`config.mk`:
```
export PLATFORM = sky130hd
export DESIGN_NAME = field_scan_ctrl
export DESIGN_NICKNAME = d
export VERILOG_FILES = /design/src/rtl/field_scan_ctrl.sv
export SDC_FILE = /design/constraint.sdc
export NUM_CORES = 1
export LEC_CHECK = 0
export CORE_ASPECT_RATIO = 1.1
export CORE_MARGIN = 2
export CORE_UTILIZATION = 48
export DETAILED_ROUTE_END_ITERATION = 10
export PLACE_DENSITY = 0.84
export SETUP_SLACK_MARGIN = 0.1
export SYNTH_ARGS = -nofsm -noshare
export SYNTH_HDL_FRONTEND = slang
export SYNTH_SLANG_ARGS = --single-unit
```
`constraint.sdc`:
```
create_clock -name i_clk -period 4 [get_ports i_clk]
set_input_delay 0.6 -clock i_clk [delete_from_list [all_inputs] [get_ports i_clk]]
set_output_delay 0.6 -clock i_clk [all_outputs]
set_load 0.02 [all_outputs]
```
`src/rtl/field_scan_ctrl.sv`:
```
// -----------------------------------------------------------------------------
// field_scan_ctrl
//
// Sequencer for the 3-bit field selector datapath. A 16-bit word is accepted
// on a valid/ready handshake. A programmable run of its 3-bit fields is then
// emitted one per beat, starting at a given field index and wrapping modulo
// NUM_FIELDS. Output beats obey valid/ready backpressure.
//
// Ports
//   i_clk    in   clock, rising edge
//   i_rst    in   asynchronous reset, active low
//   i_clr    in   synchronous abort: drop the held word, return to IDLE
//   i_data   in   [DATA_W-1:0]  input word
//   i_valid  in   i_data / i_first / i_count valid
//   o_ready  out  block can accept a word (IDLE, not in first post-reset cycle)
//   i_first  in   [SEL_W-1:0]   first field index for this word
//   i_count  in   [SEL_W:0]     fields to emit (0 -> NUM_FIELDS, saturating)
//   o_data   out  [FIELD_W-1:0] current field
//   o_sel    out  [SEL_W-1:0]   index of current field
//   o_valid  out  o_data / o_sel / o_last valid
//   i_ready  in   downstream accepts the beat
//   o_last   out  current beat is the final one for this word
//   o_busy   out  a word is held (EMIT state)
// -----------------------------------------------------------------------------
module field_scan_ctrl #(
    parameter int DATA_W     = 16,
    parameter int FIELD_W    = 3,
    parameter int NUM_FIELDS = 4,
    parameter int BASE_LSB   = 2,
    parameter int SEL_W      = 2
) (
    input  logic               i_clk,
    input  logic               i_rst,
    input  logic               i_clr,
    input  logic [DATA_W-1:0]  i_data,
    input  logic               i_valid,
    output logic               o_ready,
    input  logic [SEL_W-1:0]   i_first,
    input  logic [SEL_W:0]     i_count,
    output logic [FIELD_W-1:0] o_data,
    output logic [SEL_W-1:0]   o_sel,
    output logic               o_valid,
    input  logic               i_ready,
    output logic               o_last,
    output logic               o_busy
);

    // Only the bits covered by the fields are ever selected, so only that
    // span of the word is held.
    localparam int SPAN_W = NUM_FIELDS * FIELD_W;
    localparam logic [SEL_W:0] FULL_COUNT = (SEL_W + 1)'(NUM_FIELDS);
    localparam logic [SEL_W:0] ONE_COUNT  = (SEL_W + 1)'(1);

    typedef enum logic [0:0] {
        ST_IDLE = 1'b0,
        ST_EMIT = 1'b1
    } state_t;

    state_t             state_reg,     state_next;
    logic [SPAN_W-1:0]  word_reg,      word_next;
    logic [SEL_W-1:0]   sel_reg,       sel_next;
    logic [SEL_W:0]     remaining_reg, remaining_next;
    // Cleared by reset, set on the first edge after release. Keeps o_ready low
    // for that first cycle so no word can be captured on the release edge.
    logic               armed_reg;

    logic               emit;
    logic               ready;
    logic               last;
    logic [SEL_W:0]     eff_count;
    logic [FIELD_W-1:0] field_arr [NUM_FIELDS];

    // Bits of i_data outside the field span are intentionally ignored.
    logic               unused_data;
    assign unused_data = ^i_data;

    // -------------------------------------------------------------------------
    // Field slicing of the held word
    // -------------------------------------------------------------------------
    generate
        for (genvar gi = 0; gi < NUM_FIELDS; gi++) begin : g_field
            assign field_arr[gi] = word_reg[gi*FIELD_W +: FIELD_W];
        end
    endgenerate

    // -------------------------------------------------------------------------
    // Decoded status
    // -------------------------------------------------------------------------
    assign emit  = (state_reg == ST_EMIT);
    assign ready = (state_reg == ST_IDLE) && armed_reg;
    assign last  = emit && (remaining_reg == ONE_COUNT);

    // A count of zero requests a full scan; anything larger than the number of
    // fields is clipped to a full scan as well.
    always_comb begin
        eff_count = i_count;
        if ((i_count == '0) || (i_count > FULL_COUNT)) begin
            eff_count = FULL_COUNT;
        end
    end

    // -------------------------------------------------------------------------
    // State register
    // -------------------------------------------------------------------------
    always_ff @(posedge i_clk or negedge i_rst) begin
        if (!i_rst) begin
            state_reg     <= ST_IDLE;
            word_reg      <= '0;
            sel_reg       <= '0;
            remaining_reg <= '0;
            armed_reg     <= 1'b0;
        end else begin
            state_reg     <= state_next;
            word_reg      <= word_next;
            sel_reg       <= sel_next;
            remaining_reg <= remaining_next;
            armed_reg     <= 1'b1;
        end
    end

    // -------------------------------------------------------------------------
    // Next-state logic
    // -------------------------------------------------------------------------
    always_comb begin
        state_next     = state_reg;
        word_next      = word_reg;
        sel_next       = sel_reg;
        remaining_next = remaining_reg;

        if (i_clr) begin
            // Abort wins over any capture or beat transfer on the same edge.
            state_next     = ST_IDLE;
            word_next      = '0;
            sel_next       = '0;
            remaining_next = '0;
        end else begin
            case (state_reg)
                ST_IDLE: begin
                    if (i_valid && ready) begin
                        state_next     = ST_EMIT;
                        word_next      = i_data[BASE_LSB +: SPAN_W];
                        sel_next       = i_first;
                        remaining_next = eff_count;
                    end
                end
                ST_EMIT: begin
                    if (i_ready) begin
                        if (last) begin
                            state_next     = ST_IDLE;
                            remaining_next = '0;
                        end else begin
                            // NUM_FIELDS is a power of two, so the natural
                            // wrap of the index gives the modulo step.
                            sel_next       = sel_reg + 1'b1;
                            remaining_next = remaining_reg - ONE_COUNT;
                        end
                    end
                end
                default: begin
                    state_next = ST_IDLE;
                end
            endcase
        end
    end

    // -------------------------------------------------------------------------
    // Outputs, all decoded from registers. Beat fields are forced to zero
    // outside EMIT so idle outputs never show stale data.
    // -------------------------------------------------------------------------
    assign o_ready = ready;
    assign o_valid = emit;
    assign o_busy  = emit;
    assign o_last  = last;
    assign o_data  = emit ? field_arr[sel_reg] : '0;
    assign o_sel   = emit ? sel_reg : '0;

endmodule
```
==> results of run 1 <==
[through the flow]
step,cells,utilization [%],setup slack [ns]
floorplan,88,-,2.24
global placement,141,66.3,1.67
detailed placement,141,66.3,1.65
CTS,145,67.6,1.30
global route,145,67.6,1.23
finish,145,67.6,1.33
[layer usage]
layer	global-route usage (%)	up-vias	routed length, um
li1	-	380	-
met1	24.5	395	1020
met4	12.9	0	50
met2	36.3	28	1100
met5	0	-	0
met3	3.71	4	99
[layout make-up]
| class | instances | area (um^2) | share of cell area (%) |
|---|---|---|---|
| Tap cell | 28 | 35.0 | 2.57 |
| Clock buffer | 4 | 26.3 | 1.92 |
| Multi-Input combinational cell | 56 | 498 | 36.5 |
| Timing Repair Buffer | 30 | 300 | 22.0 |
| Sequential cell | 19 | 475 | 34.8 |
| Inverter | 8 | 30.0 | 2.20 |
[logic make-up (layout without fill, tap and decap cells)]
| group | after synthesis | in the layout | synth area share (%) |
|---|---|---|---|
| compound gates | 28 | 28 | 23.5 |
| simple gates | 20 | 20 | 13.0 |
| flops | 19 | 19 | 45.8 |
| buf+inv | 13 | 42 | 6.15 |
| mux | 4 | 4 | 7.48 |
| fa+ha+maj | 3 | 3 | 3.62 |
| other cells | 1 | 1 | 0.362 |
[power groups by stage]
stage	combinational [mW]	sequential (mW)	clock (mW)
finish	0.109	0.227	0.0989
global route	0.118	0.230	0.107
CTS	0.109	0.227	0.101
detailed placement	0.108	0.230	0
global placement	0.105	0.229	0
floorplan	0.0709	0.222	0
[how the worst max path moves through the flow]
stage | from | to | slack [ns] | cells past startpoint
global route | sel_reg[0] | o_data[2] | 1.23 | 3
finish | sel_reg[0] | o_data[2] | 1.33 | 3
global placement | sel_reg[0] | o_data[0] | 1.67 | 3
floorplan | o_busy | o_sel[1] | 2.24 | 3
CTS | sel_reg[0] | o_data[2] | 1.30 | 3
detailed placement | sel_reg[0] | o_data[1] | 1.65 | 3
[worst max-delay path: cells and delay by family (launching register included)]
family / cells / cell delay, ns
flip-flops: 1 / 0.54
multiplexers: 1 / 0.54
buffers and inverters: 1 / 0.53
AND/OR/NAND/NOR: 1 / 0.16
[cell usage in the layout, fill, tap and decap left out, types with 2 or more instances in the layout]
master and instances:
clkdlybuf4s50_1 30, dfrtp_1 19, a22o_1 16, inv_1 8
nand2b_1 5, and2_1 4, mux4_2 3, nor2_1 3
o22ai_1 3, ha_1 3, clkbuf_4 3, a21oi_2 2
==> flow_summary_export.csv, run 1 <==
group,metric,value,unit
global_route,overflow,0,
timing,hold-worst-slack,0.501,ns
timing,fmax,374,MHz
synth,ys_warn_count,0,
setup_path,r2r_slack,2.35,ns
synth,netlist_area,1040,um^2
die,top_level_ports,35,
timing,setup_tns,0,ns
power_and_ir_drop,swShare,29.1,%
drt,drc,0,
power_and_ir_drop,worst_ir_drop_vdd,227,uV
synth,synth-seq-cells,19,
worst_hold_path,hold_class,"reg -> reg",
cells_and_area,n_antenna_cell,0,
timing,tightest_slew,0.849,ns
cts,cts_buffers,3,
timing,min_period,2.67,ns
cells_and_area,fill_cells,154,
synth,seq_area_frac_synth,45.8,%
setup_path,reg2regPathDepth,3,
drt,wl_per_cell,15.7,um
setup_path,cp_max_fo,7,
synth,synthTopCellsByCount,"dfrtp_1 (19), a22o_1 (16), inv_1 (8)",
global_route,grt_pass1_vias,844,
setup_path,worstSetupEndpointType,"primary output",
placement,hpwl,1660,um
setup_path,cp_slowest_stage_delay,0.54,ns
cells_and_area,largest_register_ffs,12,
die,die_w,48.3,um
cts,h-tree-depth,1,
power_and_ir_drop,power_density,318,nW/um^2
power_and_ir_drop,total_power,434,uW
cts,ctsResizeCount,0,
placement,place_area,1340,um^2
die,dieArea,2550,um^2
outcome,status,"completed",
synth,ys.flop_type,"dfrtp_1",
die,rows,17,
drt,ant_nets,0,
power_and_ir_drop,p_leak,0.602,nW
worst_hold_path,hp-start,"word_reg[6]",
global_route,grt_usage,20.9,%
timing,rsz0062_at_grt,"no",
global_route,antenna_found_initial,0,
cts,cts_setup_buffers,0,
run,cap_violations,0,
power_and_ir_drop,combPwrFrac,25.0,%
setup_path,start_kind,"flop",
setup_path,cp_cell_sequence,"mux4_2, and2_1, clkdlybuf4s50_1",
cts,cts_root_buffer,"clkbuf_4",
timing,fin_skew,0.00785,ns
drt,routed_wirelength,2270,um
setup_path,crit_type,"reg -> out",
power_and_ir_drop,seqPwrFrac,52.2,%
setup_path,crit_slowest_cell,"dfrtp_1",
timing,hold_viol,0,
synth,syn-num-nets,117,
worst_hold_path,hold_path_depth,1,
timing,setup_violations,0,
die,die_y,52.8,um
setup_path,r2r_start,"o_busy",
synth,synth.most_common_cell,"dfrtp_1",
synth,syn_inst,88,
cells_and_area,nets,147,
drt,via_count,807,
setup_path,reg2reg_to,"word_reg[3]",
cells_and_area,area_delta_synth_final,31.6,%
drt,dr.pass1.iters,4,
timing,post-route-period-util,66.8,%
power_and_ir_drop,power.net_switching,126,uW
synth,synth_cell_types,30,
die,start_util,51.3,%
placement,globalplace.congestion,0.832,
global_route,grt_first_pass_wirelength,3920,um
die,coreArea,2020,um^2
drt,drtIter0Drc,10,
cells_and_area,drive_gt1_share,12.8,%
cts,cts_sinks,19,
cts,cts_tree,"built",
cts,cts_hold_buf,0,
cts,cts_max_path_buffers,2,
synth,synth_top_area_cell,"dfrtp_1",
cts,clk_pin_slew,0.11,ns
synth,synth_area_per_cell,11.8,um^2
global_route,grt_max_degree,20,
setup_path,required,3.40,ns
cells_and_area,fin_area,1370,um^2
synth,async_flop_share,100,%
timing,report.final.slew_viol_count,0,
cts,clk_latency,0.30,ns
synth,yosys-top-cells-area,"dfrtp_1 (46%), a22o_1 (14%), mux4_2 (6.5%), ha_1 (3.6%), nand2b_1 (3.0%)",
setup_path,arrival,2.07,ns
timing,relSlewSlack,43.2,%
placement,portBuffers,30,
drt,viasPerCell,5.57,
worst_hold_path,hold_end,"word_reg[6]",
power_and_ir_drop,power.share.clock,22.8,%
synth,synth-edff-count,0,
power_and_ir_drop,p_int,308,uW
synth,netlist.area_leader.share,45.8,%
(Power assumes the default switching activity.)
==> inputs of run 2 (changes only) <==
Settings changed: CORE_UTILIZATION 48 to 44, PLACE_DENSITY 0.84 to 0.78.
Clock period 4 ns to 2.8 ns, I/O delays scaled along.
==> run 2 against run 1 <==
Flip-flop and latch count unchanged. Combinational power increased by 43%. Register-to-register slack got worse by 1.2 ns. Count of clock-buffer cells in the layout unchanged. Setup slack got worse by 1.0 ns. Wire length decreased by 1.8%. Non-clock buffer count unchanged. Via count decreased by 1.4%. Die area increased by 8.4%. Critical endpoint is now o_data[1]. Largest cell class unchanged. Highest routed layer unchanged.
==> flow_summary_export.csv, run 2 (synthesis gave the netlist of run 1 again) <==
group,metric,value,unit
drt,ant_nets,0,
timing,relSlewSlack,44.2,%
setup_path,required,2.38,ns
cts,cts_buffers,3,
timing,hold_viol,0,
global_route,grt_max_degree,20,
setup_path,worstSetupEndpointType,"primary output",
setup_path,r2r_start,"o_busy",
timing,setup_violations,0,
global_route,overflow,0,
die,dieArea,2760,um^2
drt,drtIter0Drc,9,
setup_path,reg2reg_to,"word_reg[4]",
cells_and_area,instances_no_fill,147,
cells_and_area,largest_register_ffs,12,
timing,fin_ws,0.323,ns
outcome,status,"completed",
drt,drc,0,
power_and_ir_drop,worst_ir_drop_vdd,267,uV
drt,via_count,796,
worst_hold_path,hp-start,"word_reg[3]",
setup_path,arrival,2.06,ns
global_route,grt_first_pass_wirelength,3750,um
run,cap_violations,0,
cts,cts_hold_buf,0,
worst_hold_path,hold_path_depth,1,
cts,cts_max_path_buffers,2,
placement,globalplace.congestion,0.765,
power_and_ir_drop,total_power,618,uW
setup_path,start_kind,"flop",
setup_path,reg2regPathDepth,3,
global_route,grt_pass1_vias,822,
drt,routed_wirelength,2230,um
timing,setup_tns,0,ns
cts,cts_setup_buffers,0,
timing,post-route-period-util,88.5,%
cts,cts_root_buffer,"clkbuf_4",
cts,clk_latency,0.29,ns
placement,portBuffers,30,
global_route,antenna_found_initial,0,
setup_path,crit_type,"reg -> out",
timing,fin_skew,0.00107,ns
cells_and_area,fill_cells,189,
die,start_util,46.5,%
cells_and_area,area_delta_synth_final,31.8,%
placement,hpwl,1660,um
timing,tightest_slew,0.835,ns
worst_hold_path,hold_class,"reg -> reg",
power_and_ir_drop,power_density,452,nW/um^2
setup_path,r2r_slack,1.16,ns
cts,clk_pin_slew,0.10,ns
cts,cts_tree,"built",
drt,viasPerCell,5.41,
timing,rsz0062_at_grt,"no",
setup_path,cp_max_fo,7,
timing,fmax,404,MHz
die,top_level_ports,35,
cts,cts_sinks,19,
worst_hold_path,hold_end,"word_reg[3]",
drt,wl_per_cell,15.2,um
cells_and_area,final_common_cell,"clkdlybuf4s50_1",
cells_and_area,final_cell_mix,"clkdlybuf4s50_1 (30), dfrtp_1 (19), a22o_1 (16)",
cells_and_area,n_antenna_cell,0,
die,die_w,50.3,um
placement,dp_slack,0.640,ns
power_and_ir_drop,p_leak,0.602,nW
die,rows,18,
cts,ctsResizeCount,0,
placement,dpl.cell_count,143,
timing,min_period,2.48,ns
die,die_y,54.9,um
cells_and_area,drive_gt1_share,12.8,%
timing,hold-worst-slack,0.510,ns
drt,dr.pass1.iters,4,
global_route,grt_usage,18.6,%
cts,h-tree-depth,1,
die,coreArea,2230,um^2
timing,report.final.slew_viol_count,0,
cells_and_area,nets,147,
==> run 2: cell counts in the layout (fill, tap and decap cells not counted) <==
No cell type changed its count.
==> run 2: report_power, final <==
group	internal [mW]	switching (mW)	total (mW)
Combinational	0.0891	0.0669	0.156
Sequential	0.295	0.0279	0.323
Clock	0.0555	0.0838	0.139
Total	0.440	0.179	0.618
==> run 2: critical path, stage by stage (launching register included) <==
cell and delay [ns]:
dfrtp_1 0.52, mux4_2 0.53, and2_1 0.17, clkdlybuf4s50_1 0.54
==> run 2: metal layers <==
layer,GRT usage (%),vias up,wire length (um)
met1,24.4,393,993
met4,4.50,0,12
met5,0,-,0
met2,31.8,18,1130
li1,-,383,-
met3,4.30,2,89
==> run 2: worst max path at each step <==
stage,startpoint,end,cells after the start
after CTS,sel_reg[0],o_data[1],3
after detailed placement,sel_reg[0],o_data[2],3
after global placement,sel_reg[0],o_data[1],3
after global routing,sel_reg[0],o_data[2],3
after floorplan,o_busy,o_sel[1],3
final,sel_reg[0],o_data[1],3
==> run 2: per-stage QoR <==
stage / utilization [%] / instance area, um^2
3_5_place_dp: 60.2 / 1340
5_1_grt: 61.3 / 1370
4_1_cts: 61.3 / 1370
3_3_place_gp: 60.2 / 1340
6_report: 61.3 / 1370
2_1_floorplan: - / 1040
==> run 2: final cells by class <==
type	instances	area, um^2	share of cell area [%]
Inverter	8	30.0	2.20
Sequential cell	19	475	34.8
Clock buffer	4	26.3	1.92
Multi-Input combinational cell	56	498	36.4
Timing Repair Buffer	30	300	22.0
Tap cell	30	37.5	2.74
